--- config.mk ---
export PLATFORM = sky130hd
export DESIGN_NAME = audio_envelope
export DESIGN_NICKNAME = d
export VERILOG_FILES = /design/src/rtl/audio_env_pkg.sv /design/src/rtl/pwm_dac.sv /design/src/rtl/audio_envelope.sv
export SDC_FILE = /design/constraint.sdc
export NUM_CORES = 1
export LEC_CHECK = 0
export ABC_AREA = 1
export CORE_MARGIN = 4
export CORE_UTILIZATION = 52
export CTS_BUF_LIST = sky130_fd_sc_hd__clkbuf_8 sky130_fd_sc_hd__clkbuf_16
export CTS_CLUSTER_SIZE = 30
export DETAILED_ROUTE_END_ITERATION = 6
export GPL_ROUTABILITY_DRIVEN = 0
export HOLD_SLACK_MARGIN = 0.08
export PLACE_DENSITY = 0.75
export SYNTH_ARGS = -nofsm -noshare
export SYNTH_HDL_FRONTEND = slang
export SYNTH_HIERARCHICAL = 1
export SYNTH_SLANG_ARGS = --single-unit
--- constraint.sdc ---
create_clock -name clk -period 1.7 [get_ports clk]
set_clock_uncertainty 0.05 [all_clocks]
set_input_delay 0.255 -clock clk [delete_from_list [all_inputs] [get_ports clk]]
set_output_delay 0.255 -clock clk [all_outputs]
set_load 0.01 [all_outputs]
--- src/rtl/audio_env_pkg.sv ---
// Shared definitions for the audio envelope block: state encoding,
// default parameter values and the full-scale level helper.
package audio_env_pkg;

  typedef enum logic [2:0] {
    ST_IDLE    = 3'd0,
    ST_ATTACK  = 3'd1,
    ST_DECAY   = 3'd2,
    ST_SUSTAIN = 3'd3,
    ST_RELEASE = 3'd4
  } env_state_e;

  localparam int DEF_LEVEL_W      = 6;
  localparam int DEF_ATTACK_STEP  = 8;
  localparam int DEF_DECAY_STEP   = 1;
  localparam int DEF_SUSTAIN_LVL  = 24;
  localparam int DEF_RELEASE_STEP = 2;

  // Full-scale envelope/PWM value for a given resolution.
  function automatic int level_max(input int w);
    return (1 << w) - 1;
  endfunction

endpackage

--- src/rtl/pwm_dac.sv ---
// 1-bit PWM output stage: a free-running counter compared against the
// envelope level, gated by the synchronised tone.
module pwm_dac
  import audio_env_pkg::*;
#(
  parameter int LEVEL_W = DEF_LEVEL_W
) (
  input  logic               clk,
  input  logic               rst,
  input  logic               tone_s,
  input  logic [LEVEL_W-1:0] level,
  output logic               audio
);

  logic [LEVEL_W-1:0] r_cnt;
  logic               r_audio;

  // Counter wraps MAX->0; output is high for `level` counts out of 2**LEVEL_W.
  always_ff @(posedge clk) begin
    if (rst) begin
      r_cnt   <= '0;
      r_audio <= 1'b0;
    end else begin
      r_cnt   <= r_cnt + LEVEL_W'(1);
      r_audio <= tone_s & (r_cnt < level);
    end
  end

  assign audio = r_audio;

endmodule

--- src/rtl/audio_envelope.sv ---
// ADSR amplitude envelope driving a PWM audio output.
// Build option: define AUDIO_ENV_SUSTAIN_EN for the full ADSR with a
// sustain plateau; without it the envelope is percussive (decay runs to
// zero and the note ends even while gate is still high).
//
// state      | meaning
// IDLE       | silent, level 0, waiting for gate
// ATTACK     | rising by ATTACK_STEP per tick up to MAX
// DECAY      | falling by DECAY_STEP per tick to the floor
// SUSTAIN    | holding SUSTAIN_LVL while gate stays high
// RELEASE    | gate dropped, falling by RELEASE_STEP per tick to 0
module audio_envelope
  import audio_env_pkg::*;
#(
  parameter int LEVEL_W      = DEF_LEVEL_W,
  parameter int ATTACK_STEP  = DEF_ATTACK_STEP,
  parameter int DECAY_STEP   = DEF_DECAY_STEP,
  parameter int SUSTAIN_LVL  = DEF_SUSTAIN_LVL,
  parameter int RELEASE_STEP = DEF_RELEASE_STEP
) (
  input  logic               clk,
  input  logic               rst,
  input  logic               tone_in,
  input  logic               gate,
  input  logic               tick,
  output logic               audio,
  output logic [LEVEL_W-1:0] level,
  output logic               busy
);

  localparam int MAX = level_max(LEVEL_W);
  localparam logic [LEVEL_W:0] C_MAX = (LEVEL_W+1)'(MAX);
  localparam logic [LEVEL_W:0] C_ATT = (LEVEL_W+1)'(ATTACK_STEP);
  localparam logic [LEVEL_W:0] C_DEC = (LEVEL_W+1)'(DECAY_STEP);
  localparam logic [LEVEL_W:0] C_REL = (LEVEL_W+1)'(RELEASE_STEP);
`ifdef AUDIO_ENV_SUSTAIN_EN
  localparam logic [LEVEL_W:0] C_FLOOR = (LEVEL_W+1)'(SUSTAIN_LVL);
`else
  localparam logic [LEVEL_W:0] C_FLOOR = '0;
`endif

  if (SUSTAIN_LVL < 0 || SUSTAIN_LVL > MAX) begin : g_bad_sustain
    $error("audio_envelope: SUSTAIN_LVL out of range");
  end

  logic               r_sync1;
  logic               r_sync2;
  env_state_e         r_state;
  logic [LEVEL_W-1:0] r_level;
  logic               r_busy;

  logic [LEVEL_W:0]   w_lvl_ext;
  logic [LEVEL_W:0]   w_att_sum;
  logic               w_att_sat;
  logic [LEVEL_W:0]   w_dec_next;
  logic               w_dec_hit;
  logic [LEVEL_W:0]   w_rel_next;
  logic               w_rel_hit;
  logic               w_start;

  // All arithmetic one bit wider so saturation never wraps.
  assign w_lvl_ext  = {1'b0, r_level};
  assign w_att_sum  = w_lvl_ext + C_ATT;
  assign w_att_sat  = (w_att_sum >= C_MAX);
  assign w_dec_next = w_lvl_ext - C_DEC;
  assign w_dec_hit  = (w_lvl_ext <= C_FLOOR + C_DEC);
  assign w_rel_next = w_lvl_ext - C_REL;
  assign w_rel_hit  = (w_lvl_ext <= C_REL);

`ifdef AUDIO_ENV_SUSTAIN_EN
  assign w_start = gate;
`else
  // After a percussive note ends with gate still high, a fresh note
  // needs the gate to be seen low first.
  logic r_rearm;
  assign w_start = gate & ~r_rearm;

  // Arm flag: set when decay finishes, cleared by any low gate.
  always_ff @(posedge clk) begin
    if (rst) begin
      r_rearm <= 1'b0;
    end else if (!gate) begin
      r_rearm <= 1'b0;
    end else if (r_state == ST_DECAY && tick && w_dec_hit) begin
      r_rearm <= 1'b1;
    end
  end
`endif

  // Two-flop synchroniser for the tone, which is asynchronous to clk.
  always_ff @(posedge clk) begin
    if (rst) begin
      r_sync1 <= 1'b0;
      r_sync2 <= 1'b0;
    end else begin
      r_sync1 <= tone_in;
      r_sync2 <= r_sync1;
    end
  end

  // Envelope FSM; gate-driven transitions take priority and suppress the level step.
  always_ff @(posedge clk) begin
    if (rst) begin
      r_state <= ST_IDLE;
      r_level <= '0;
      r_busy  <= 1'b0;
    end else begin
      case (r_state)
        ST_IDLE: begin
          if (w_start) begin
            r_state <= ST_ATTACK;
            r_busy  <= 1'b1;
          end
        end
        ST_ATTACK: begin
          if (!gate) begin
            r_state <= ST_RELEASE;
          end else if (tick) begin
            if (w_att_sat) begin
              r_level <= C_MAX[LEVEL_W-1:0];
              r_state <= ST_DECAY;
            end else begin
              r_level <= w_att_sum[LEVEL_W-1:0];
            end
          end
        end
        ST_DECAY: begin
          if (!gate) begin
            r_state <= ST_RELEASE;
          end else if (tick) begin
            if (w_dec_hit) begin
              r_level <= C_FLOOR[LEVEL_W-1:0];
`ifdef AUDIO_ENV_SUSTAIN_EN
              r_state <= ST_SUSTAIN;
`else
              r_state <= ST_IDLE;
              r_busy  <= 1'b0;
`endif
            end else begin
              r_level <= w_dec_next[LEVEL_W-1:0];
            end
          end
        end
        ST_SUSTAIN: begin
          if (!gate) begin
            r_state <= ST_RELEASE;
          end
        end
        ST_RELEASE: begin
          if (gate) begin
            r_state <= ST_ATTACK;
          end else if (tick) begin
            if (w_rel_hit) begin
              r_level <= '0;
              r_state <= ST_IDLE;
              r_busy  <= 1'b0;
            end else begin
              r_level <= w_rel_next[LEVEL_W-1:0];
            end
          end
        end
        default: begin
          r_state <= ST_IDLE;
          r_level <= '0;
          r_busy  <= 1'b0;
        end
      endcase
    end
  end

  pwm_dac #(.LEVEL_W(LEVEL_W)) u_pwm_dac (
    .clk   (clk),
    .rst   (rst),
    .tone_s(r_sync2),
    .level (r_level),
    .audio (audio)
  );

  assign level = r_level;
  assign busy  = r_busy;

endmodule

==> results of run 1 <==
-- routing by layer --
metal  GRT usage [%]  routed length [µm]
met2            34.3                1860
met1            26.0                1790
met3            3.87                 157
met5               0                   0
met4            8.44                  86
-- stage by stage --
step | setup TNS (ps) | power (mW) | cells | utilization, % | area, µm²
3_5_place_dp | -142 | 1.82 | 340 | 64.1 | 1940
4_1_cts | 0 | 2.20 | 344 | 66.2 | 2000
3_3_place_gp | -154 | 1.81 | 340 | 64.1 | 1940
2_1_floorplan | 0 | 1.43 | 270 | - | 1660
5_1_grt | -245 | 2.55 | 346 | 70.1 | 2120
6_report | 0 | 2.33 | 346 | 70.1 | 2120
-- critical path: cells and delay by family, from the launching register on --
| family | cells | cell delay (ps) |
|---|---|---|
| simple gates | 5 | 520 |
| flops | 1 | 360 |
| buf+inv | 2 | 200 |
| fa+ha+maj | 1 | 180 |
| xor+xnor | 1 | 130 |
| compound gates | 1 | 120 |
-- cell type report --
type | count | area [µm²] | share of cell area, %
Multi-Input combinational cell | 201 | 1150 | 54.2
Tap cell | 44 | 55.1 | 2.59
Sequential cell | 20 | 415 | 19.6
Clock buffer | 4 | 55.1 | 2.59
Inverter | 46 | 175 | 8.25
Timing Repair Buffer | 31 | 270 | 12.7
-- flip-flops by register name (all words and copies together) (netlist names) --
name             count
level                6
r_rearm              1
u_pwm_dac/r_cnt      6
u_pwm_dac/audio      1
r_sync2              1
r_sync1              1
r_state              3
busy                 1
-- cell usage after synthesis (all sizes together) (2+ instances only) --
| cell type | instances |
|---|---|
| dfxtp | 20 |
| buf | 2 |
| xnor2 | 2 |
| nand2 | 85 |
| ha | 17 |
| a21oi | 7 |
| xor2 | 3 |
| nor3 | 2 |
| inv | 45 |
| nor2 | 40 |
| nand3 | 34 |
| nand4 | 4 |
| o21ai | 3 |
| o211ai | 2 |
-- worst max path at each step --
| stage | from | end | slack (ps) | depth (start not counted) |
|---|---|---|---|---|
| finish | level[3] | level[1] | 60 | 10 |
| global route | level[4] | level[1] | -80 | 12 |
| CTS | level[4] | level[1] | 20 | 12 |
| detailed placement | gate | level[0] | -80 | 9 |
| global placement | gate | level[0] | -70 | 9 |
| floorplan | level[3] | level[1] | 20 | 13 |
-- power groups by stage --
stage / clock [mW] / sequential [mW] / combinational, mW
after floorplan: 0 / 0.631 / 0.800
after global routing: 0.404 / 0.642 / 1.51
final: 0.377 / 0.629 / 1.33
after CTS: 0.381 / 0.611 / 1.21
after global placement: 0 / 0.618 / 1.19
after detailed placement: 0 / 0.623 / 1.20
-- cell families (layout without fill, tap and decap cells) --
logic type               after synthesis  after routing  share of synthesized area, %
XOR/XNOR                               5              5                          2.66
AO/OA/AOI/OAI                         14             14                          4.95
buffers and inverters                 49             81                          11.3
adder cells (fa/ha/maj)               17             17                          12.9
flip-flops                            20             20                          24.4
AND/OR/NAND/NOR                      165            165                          43.8
-- timing repair --
action	CTS	global route
pin swaps	1	8
resized for setup	2	33
setup buffers	0	2
endpoints found under the setup margin	4	12
==> load_flow_metrics.sql, run 1 <==
INSERT INTO impl_metrics (metric_group, metric, value, unit) VALUES
('power', 'peakVddDrop', '0.000628', 'V'),
('worst_setup_path', 'worstPathArrival', '1780', 'ps'),
('layout', 'layout_cells_sized_above_1', '22.5', '%'),
('cts', 'clk_path_buf_depth', '2', ''),
('detailed_routing', 'drt-wirelength-per-cell', '11.2', 'µm'),
('layout', 'design.final.nets', '325', ''),
('layout', 'commonest_non_fill_non_tap_cell_in_the_layout', 'nand2_1', ''),
('sta', 'finalHoldWorstSlack', '373', 'ps'),
('cts', 'worstSkewPairLatency', '260', 'ps'),
('global_routing', 'wire_length_of_the_first_global_routing_pass', '6930', 'µm'),
('sta', 'grt_setup_unrepaired', 'true', ''),
('yosys', 'synthesis.nets', '292', ''),
('sta', 'max_slew.worst_pin.slew', '229', 'ps'),
('layout', 'diodes', '0', ''),
('layout', 'area_growth', '29.1', '%'),
('floorplanning', 'floorplan.die.height', '64.2', 'µm'),
('yosys', 'post_synth_instance_area', '1640', 'µm²'),
('global_routing', 'grt_start_max_net_pins', '13', ''),
('detailed_routing', 'via_count', '1770', ''),
('global_routing', 'number_of_antenna_violations_at_the_first_check_in_global_routing', '0', ''),
('yosys', 'post_synth_num_cell_types', '25', ''),
('worst_setup_path', 'rr_endpoint', 'level[1]', ''),
('cts', 'sink_count', '20', ''),
('worst_setup_path', 'cp_cell_sequence', 'buf_4, ha_2, xnor2_2, nand2_1, nand2_2, nand2_4, inv_1, nor2_2, nand2_1, a21oi_2', ''),
('layout', 'n_fill_cell', '271', ''),
('detailed_routing', 'finalWirelength', '3890', 'µm'),
('yosys', 'fraction_of_synthesis_flops_using_an_asynchronous_set_or_reset_pin', '0', '%'),
('floorplanning', 'num_io_pins', '13', ''),
('worst_setup_path', 'rr_startpoint', 'level[3]', ''),
('detailed_routing', 'remaining_drc_errors', '0', ''),
('worst_setup_path', 'path_max_fanout', '5', ''),
('yosys', 'synth.yosys.seq_area_share', '24.4', '%'),
('floorplanning', 'fp.dieArea', '4130', 'µm²'),
('power', 'power_frac_comb', '56.9', '%'),
('worst_setup_path', 'critical_path.slowest_cell', 'dfxtp_4', ''),
('run_status', 'outcome', 'finished, final reports clean', ''),
('sta', 'crit_path_time_final', '1640', 'ps'),
('worst_setup_path', 'timing_worst_setup_path_type', 'reg -> reg', ''),
('worst_setup_path', 'critical_path_required', '1850', 'ps'),
('yosys', 'synth_edf_count', '0', ''),
('power', 'power.leakage', '1.10', 'nW'),
('power', 'power_density', '1100', 'nW/µm²'),
('worst_setup_path', 'r2r_setup_slack', '60', 'ps'),
('floorplanning', 'core.rowCount', '20', ''),
('yosys', 'synthTopCellsByArea', 'dfxtp_1 (24%), nand2_1 (19%), ha_1 (13%), nand3_1 (9.4%), inv_1 (9.1%)', ''),
('worst_setup_path', 'timing.critical_path.mode_cell', 'nand2_1', ''),
('worst_setup_path', 'critical-path-max-stage-delay', '360', 'ps'),
('cts', 'root_buffer', 'clkbuf_8', ''),
('power', 'power.clock.fraction', '16.2', '%'),
('layout', 'layout.cells.most_common_list', 'nand2_1 (78), inv_1 (37), nor2_1 (33)', ''),
('sta', 'period_share', '96.3', '%'),
('yosys', 'yosys_most_used_dff', 'dfxtp_1', ''),
('global_routing', 'grtUsageTotal', '20.6', '%'),
('detailed_routing', 'ant_nets', '0', ''),
('power', 'sequential_share_of_power', '27.0', '%'),
('cts', 'clock_tree_from_tritoncts', 'yes', ''),
('sta', 'setup_viol', '0', ''),
('worst_setup_path', 'worst-r2r-cell-count', '10', ''),
('worst_hold_path', 'hold_path_class', 'reg -> reg', ''),
('sta', 'timing.final.max_slew_violations', '0', ''),
('detailed_routing', 'vias_per_cell', '5.12', ''),
('placed_design', 'minimum_setup_slack_after_placement', '-75.1', 'ps'),
('global_routing', 'first_global_vias', '1624', ''),
('worst_hold_path', 'worst_hold_startpoint', 'r_sync1', ''),
('floorplanning', 'fp.coreArea', '3030', 'µm²'),
('yosys', 'synth-warning-count', '6', ''),
('worst_setup_path', 'start_kind', 'register', ''),
('cts', 'cts_max_level', '1', ''),
('yosys', 'ys_ff_latch', '20', ''),
('cts', 'tritoncts.num_buffers', '3', ''),
('worst_setup_path', 'crit_end_category', 'register', '');
No activity file was read; power rests on OpenSTA's default activity.
==> run 2: changes to the inputs <==
--- a/config.mk
+++ b/config.mk
@@ -6,6 +6,7 @@
 export NUM_CORES = 1
 export LEC_CHECK = 0
 export ABC_AREA = 1
+export CAP_MARGIN = 20
 export CORE_MARGIN = 4
 export CORE_UTILIZATION = 52
 export CTS_BUF_LIST = sky130_fd_sc_hd__clkbuf_8 sky130_fd_sc_hd__clkbuf_16
@@ -13,7 +14,7 @@
 export DETAILED_ROUTE_END_ITERATION = 6
 export GPL_ROUTABILITY_DRIVEN = 0
 export HOLD_SLACK_MARGIN = 0.08
-export PLACE_DENSITY = 0.75
+export PLACE_DENSITY_LB_ADDON = 0.2
 export SYNTH_ARGS = -nofsm -noshare
 export SYNTH_HDL_FRONTEND = slang
 export SYNTH_HIERARCHICAL = 1
==> run 2 against run 1 <==
Net effect:
- flip-flop and latch count unchanged
- combinational power is essentially flat
- largest power group unchanged
- clock-buffer cell count fell by 1
- utilization hardly changed
- final cell count is 1.4% higher
- via count down 3.0%
- highest routed layer unchanged
- critical path type unchanged
==> load_flow_metrics.sql, run 2 (synthesis gave the netlist of run 1 again) <==
INSERT INTO impl_metrics (metric_group, metric, value, unit) VALUES
('placed_design', 'place_hpwl', '3130', 'µm'),
('power', 'power.leakage', '1.15', 'nW'),
('flow_run', 'drv.max_cap_violation_count', '0', ''),
('worst_setup_path', 'timing_worst_setup_path_type', 'reg -> reg', ''),
('worst_setup_path', 'path_max_fanout', '3', ''),
('cts', 'tritoncts.num_buffers', '3', ''),
('sta', 'grt_setup_unrepaired', 'true', ''),
('floorplanning', 'floorplan.die.width', '64.2', 'µm'),
('layout', 'design.final.nets', '331', ''),
('floorplanning', 'initial_utilization', '54.3', '%'),
('worst_hold_path', 'hold_path_class', 'reg -> reg', ''),
('power', 'peakVddDrop', '0.000711', 'V'),
('floorplanning', 'fp.coreArea', '3030', 'µm²'),
('cts', 'worstSkewPairLatency', '250', 'ps'),
('worst_setup_path', 'cp_cell_sequence', 'inv_1, ha_1, inv_1, nand2_1, nand3_2, buf_4, o21ai_2, nand2_1, nand2_1, nand2_1, nor2_1, nor2_1', ''),
('sta', 'timing.max_slew.rel_slack', '80.1', '%'),
('detailed_routing', 'via_count', '1717', ''),
('run_status', 'outcome', 'finished, final reports clean', ''),
('detailed_routing', 'ant_nets', '0', ''),
('layout', 'fin_cells', '351', ''),
('worst_setup_path', 'crit_end_category', 'register', ''),
('worst_setup_path', 'cp_num_buf_inv', '3', ''),
('sta', 'setup_viol', '0', ''),
('worst_setup_path', 'critPathTopFamily', 'simple AND/OR/NAND/NOR gates', ''),
('layout', 'area_growth', '29.1', '%'),
('cts', 'clock_tree_from_tritoncts', 'yes', ''),
('sta', 'period_share', '96.3', '%'),
('cts', 'sink_count', '20', ''),
('global_routing', 'first_global_vias', '1636', ''),
('sta', 'crit_path_time_final', '1640', 'ps'),
('detailed_routing', 'drt-pass1-iter-count', '4', ''),
('worst_setup_path', 'timing.critical_path.mode_cell', 'nand2_1', ''),
('layout', 'diodes', '0', ''),
('detailed_routing', 'finalWirelength', '4020', 'µm'),
('layout', 'commonest_non_fill_non_tap_cell_in_the_layout', 'nand2_1', ''),
('floorplanning', 'num_io_pins', '13', ''),
('detailed_routing', 'drt-wirelength-per-cell', '11.5', 'µm'),
('global_routing', 'grt_start_max_net_pins', '13', ''),
('power', 'sum_of_internal_switching_and_leakage_power', '2.28', 'mW'),
('sta', 'finalHoldViolations', '0', ''),
('placed_design', 'numPlacedInstances', '347', ''),
('power', 'power_density', '1080', 'nW/µm²'),
('floorplanning', 'fp.dieArea', '4130', 'µm²'),
('cts', 'root_buffer', 'clkbuf_8', ''),
('cts', 'cts_hold_buf', '0', ''),
('detailed_routing', 'drt-initial-drc-count', '73', ''),
('global_routing', 'wire_length_of_the_first_global_routing_pass', '6800', 'µm'),
('floorplanning', 'floorplan.die.height', '64.2', 'µm'),
('sta', 'maxClockFrequency', '611', 'MHz'),
('layout', 'layout_cells_sized_above_1', '21.8', '%'),
('sta', 'max_slew.worst_pin.slew', '298', 'ps'),
('worst_setup_path', 'critical_path_required', '1800', 'ps'),
('worst_setup_path', 'critical_path.slowest_cell', 'dfxtp_2', ''),
('floorplanning', 'core.rowCount', '20', ''),
('cts', 'clk_path_buf_depth', '2', ''),
('sta', 'timing.final.max_slew_violations', '0', ''),
('cts', 'cts_max_level', '1', ''),
('placed_design', 'port-buffer-count', '12', ''),
('worst_setup_path', 'worstPathArrival', '1730', 'ps'),
('global_routing', 'number_of_antenna_violations_at_the_first_check_in_global_routing', '0', ''),
('worst_setup_path', 'critical-path-max-stage-delay', '330', 'ps'),
('layout', 'layout.cells.most_common_list', 'nand2_1 (80), inv_1 (36), nor2_1 (34)', ''),
('detailed_routing', 'vias_per_cell', '4.89', ''),
('detailed_routing', 'remaining_drc_errors', '0', ''),
('global_routing', 'grtUsageTotal', '20.1', '%'),
('cts', 'cts_clock_pin_slew_for_the_worst_setup_and_hold_paths', '70', 'ps'),
('global_routing', 'grt_remaining_overflow', '0', ''),
('worst_setup_path', 'start_kind', 'register', '');
[run 2: path summary, 6_finish.rpt]
kind	from	to	slack (ps)	cells after the start
hold reg to reg	r_sync1	r_sync2	370	2
hold / removal	r_sync1	r_sync2	370	2
setup / recovery	level[1]	r_state[0]	60	12
setup reg to reg	level[1]	r_state[0]	60	12
[run 2: worst reg2reg max path: cells and delay by family (launching register included)]
family	cells	cell delay, ps
compound gates	1	150
fa+ha+maj	1	180
buf+inv	3	320
flops	1	330
simple gates	7	500
[run 2: layer usage]
metal	vias to the layer above	share of wire [%]	global-route usage, %
li1	917	-	-
met4	0	1.4	3.17
met5	-	0	0
met2	23	49	37.0
met3	8	2.4	3.34
met1	769	47	24.6
[run 2: stage by stage]
| step | hold WS [ps] | setup slack [ps] | utilization [%] | TNS (ps) | cell area [µm²] |
|---|---|---|---|---|---|
| floorplan | 272 | 15.5 | - | 0 | 1660 |
| global placement | 357 | -26.7 | 65.8 | -64.5 | 1990 |
| detailed placement | 364 | -33.0 | 65.8 | -142 | 1990 |
| CTS | 371 | 14.2 | 67.4 | 0 | 2040 |
| global route | 420 | -59.2 | 70.1 | -130 | 2120 |
| finish | 367 | 63.5 | 70.1 | 0 | 2120 |
[run 2: repair_timing]
item | in CTS | in global routing
buffers inserted | 0 | 1
setup endpoints to repair | 8 | 10
gates resized for setup | 3 | 24
pin swaps | 0 | 5
endpoints found under the hold margin | 0 | 0
[run 2: area by class of cell]
| cell class | count | area, µm² |
|---|---|---|
| multi-input cells | 201 | 1130 |
| clock buffers | 3 | 41.3 |
| fillers | 270 | 905 |
| well taps | 44 | 55.1 |
| flip-flops and latches | 20 | 414 |
| inverters | 46 | 173 |
| repair buffers | 37 | 312 |
[run 2: where the power goes]
part / total (mW) / internal (mW) / switching, mW
clock network: 0.293 / 0.157 / 0.136
logic: 1.36 / 0.571 / 0.792
registers: 0.628 / 0.538 / 0.0901
total: 2.28 / 1.27 / 1.02
==> run 3: changes to the inputs <==
--- a/config.mk
+++ b/config.mk
@@ -13,6 +13,7 @@
 export CTS_CLUSTER_SIZE = 30
 export DETAILED_ROUTE_END_ITERATION = 6
 export GPL_ROUTABILITY_DRIVEN = 0
+export GPL_TIMING_DRIVEN = 0
 export HOLD_SLACK_MARGIN = 0.08
 export PLACE_DENSITY_LB_ADDON = 0.2
 export SYNTH_ARGS = -nofsm -noshare
==> run 3 against run 2 <==
Net effect:
- flip-flop and latch count unchanged
- routed wire length shrank 4.9%
- sequential share of layout area grew 0.29 points
- worst setup slack worse by 28 ps
- power grew 6.0%
- non-clock buffer count fell by 15
- clock power is 61% higher
- register-to-register slack got worse by 30 ps
- cell area decreased by 0.29%
- fmax decreased by 1.7%
- critical path type unchanged
- largest cell class unchanged
- largest power group unchanged
==> load_flow_metrics.sql, run 3 (synthesis gave the netlist of run 1 again) <==
INSERT INTO impl_metrics (metric_group, metric, value, unit) VALUES
('power', 'sum_of_internal_switching_and_leakage_power', '2.42', 'mW'),
('power', 'p_sw_share', '43.9', '%'),
('worst_hold_path', 'hold_path_class', 'in -> reg', ''),
('sta', 'timing.max_slew.rel_slack', '72.9', '%'),
('worst_setup_path', 'critical-path-max-stage-delay', '330', 'ps'),
('detailed_routing', 'drt-pass1-iter-count', '4', ''),
('placed_design', 'minimum_setup_slack_after_placement', '-215', 'ps'),
('worst_setup_path', 'critical_path_required', '1810', 'ps'),
('layout', 'post-route-util', '69.9', '%'),
('global_routing', 'first_global_vias', '1467', ''),
('run_status', 'outcome', 'finished, final reports clean', ''),
('worst_setup_path', 'cp_cell_sequence', 'buf_6, buf_4, nor2_4, nand3_4, o21ai_4, nand2_2, nand2_2, nand2_2, nor2_2, nor2_1', ''),
('global_routing', 'wire_length_of_the_first_global_routing_pass', '6370', 'µm'),
('detailed_routing', 'drt-wirelength-per-cell', '11.4', 'µm'),
('sta', 'total_negative_slack', '0', 'ps'),
('worst_setup_path', 'critical_path.slowest_cell', 'dfxtp_2', ''),
('cts', 'worstSkewPairLatency', '260', 'ps'),
('placed_design', 'port-buffer-count', '12', ''),
('cts', 'root_buffer', 'clkbuf_8', ''),
('power', 'net-switching-power', '1.06', 'mW'),
('floorplanning', 'num_io_pins', '13', ''),
('layout', 'layout.cells.most_common_list', 'nand2_1 (74), inv_1 (36), nor2_1 (30)', ''),
('power', 'intPower', '1.36', 'mW'),
('cts', 'clk_path_buf_depth', '2', ''),
('floorplanning', 'fp.dieArea', '4130', 'µm²'),
('cts', 'sink_count', '20', ''),
('floorplanning', 'core.rowCount', '20', ''),
('worst_setup_path', 'critPathTopFamily', 'simple AND/OR/NAND/NOR gates', ''),
('floorplanning', 'initial_utilization', '54.3', '%'),
('floorplanning', 'floorplan.die.width', '64.2', 'µm'),
('layout', 'commonest_non_fill_non_tap_cell_in_the_layout', 'nand2_1', ''),
('sta', 'max_slew.worst_pin.slew', '405', 'ps'),
('cts', 'cts_hold_buf', '0', ''),
('worst_setup_path', 'timing_worst_setup_path_type', 'reg -> reg', ''),
('detailed_routing', 'remaining_drc_errors', '0', ''),
('sta', 'period_share', '97.9', '%'),
('sta', 'grt_setup_unrepaired', 'true', ''),
('placed_design', 'numPlacedInstances', '326', ''),
('worst_setup_path', 'worstPathArrival', '1780', 'ps'),
('layout', 'n_fill_cell', '255', ''),
('power', 'power.leakage', '1.11', 'nW'),
('power', 'power_frac_comb', '55.0', '%'),
('worst_hold_path', 'number_of_cells_traversed_by_the_worst_hold_path', '2', ''),
('floorplanning', 'floorplan.die.height', '64.2', 'µm'),
('global_routing', 'grt_remaining_overflow', '0', ''),
('layout', 'fin_cells', '337', ''),
('sta', 'setup_viol', '0', ''),
('layout', 'diodes', '0', ''),
('layout', 'design.final.nets', '316', ''),
('worst_setup_path', 'cp_num_buf_inv', '2', ''),
('power', 'peakVddDrop', '0.00107', 'V'),
('placed_design', 'place_hpwl', '2680', 'µm'),
('worst_setup_path', 'crit_end_category', 'register', ''),
('power', 'power.clock.fraction', '19.4', '%'),
('flow_run', 'drv.max_cap_violation_count', '0', ''),
('cts', 'cts_clock_pin_slew_for_the_worst_setup_and_hold_paths', '70', 'ps'),
('cts', 'tritoncts.num_buffers', '3', ''),
('worst_setup_path', 'start_kind', 'register', ''),
('cts', 'clock_tree_from_tritoncts', 'yes', ''),
('detailed_routing', 'ant_nets', '0', ''),
('detailed_routing', 'finalWirelength', '3830', 'µm'),
('power', 'sequential_share_of_power', '25.6', '%'),
('sta', 'crit_path_time_final', '1660', 'ps'),
('global_routing', 'grtUsageTotal', '18.8', '%'),
('detailed_routing', 'drt-initial-drc-count', '112', ''),
('power', 'power_density', '1140', 'nW/µm²'),
('sta', 'timing.final.max_slew_violations', '0', ''),
('global_routing', 'number_of_antenna_violations_at_the_first_check_in_global_routing', '0', ''),
('layout', 'layout_cells_sized_above_1', '21.5', '%'),
('cts', 'cts_max_level', '1', ''),
('worst_setup_path', 'cp_num_cells', '10', ''),
('worst_setup_path', 'timing.critical_path.mode_cell', 'nand2_2', ''),
('worst_setup_path', 'worst-r2r-cell-count', '10', ''),
('worst_setup_path', 'path_max_fanout', '7', ''),
('sta', 'fin_ws', '35.3', 'ps'),
('global_routing', 'grt_start_max_net_pins', '13', ''),
('floorplanning', 'fp.coreArea', '3030', 'µm²'),
('layout', 'area_growth', '28.8', '%'),
('detailed_routing', 'vias_per_cell', '5.03', ''),
('sta', 'maxClockFrequency', '601', 'MHz'),
('detailed_routing', 'via_count', '1694', ''),
('sta', 'finalHoldViolations', '0', '');
[run 3: area by class of cell]
| type | count | area (µm²) | share of cell area, % |
|---|---|---|---|
| plain buffers | 3 | 20.0 | 0.946 |
| multi-input cells | 201 | 1200 | 56.5 |
| clock inverters | 1 | 30.0 | 1.42 |
| flip-flops and latches | 20 | 419 | 19.8 |
| well taps | 44 | 55.1 | 2.60 |
| repair buffers | 19 | 175 | 8.27 |
| inverters | 46 | 180 | 8.51 |
| clock buffers | 3 | 41.3 | 1.95 |
[run 3: final timing paths]
check	start	to	slack, ps
worst max-delay path	level[3]	r_state[2]	40
worst min-delay path	gate	r_rearm	350
worst max register to register	level[3]	r_state[2]	40
worst min register to register	r_sync1	r_sync2	360
[run 3: power groups by stage]
stage / Combinational, mW / Sequential [mW] / Clock (mW)
floorplan: 0.800 / 0.631 / 0
global placement: 1.04 / 0.639 / 0
detailed placement: 1.05 / 0.638 / 0
CTS: 1.11 / 0.632 / 0.484
global route: 1.52 / 0.630 / 0.504
finish: 1.33 / 0.619 / 0.471
[run 3: through the flow]
stage | hold WS [ps] | area [µm²]
final | 347 | 2120
after global routing | 370 | 2120
after CTS | 358 | 1970
after detailed placement | 347 | 1830
after global placement | 339 | 1830
after floorplan | 272 | 1660
[run 3: routing by layer]
layer	wire, µm	GRT usage [%]
met1	1770	24.4
met5	0	0
met2	1930	32.3
met4	21	3.69
met3	99	3.87
[run 3: timing repair]
action,CTS,global route
endpoints found under the hold margin,0,0
setup buffers,4,3
resized for setup,14,34
gates cloned,0,0
pin swaps,3,12
setup endpoints to repair,12,9
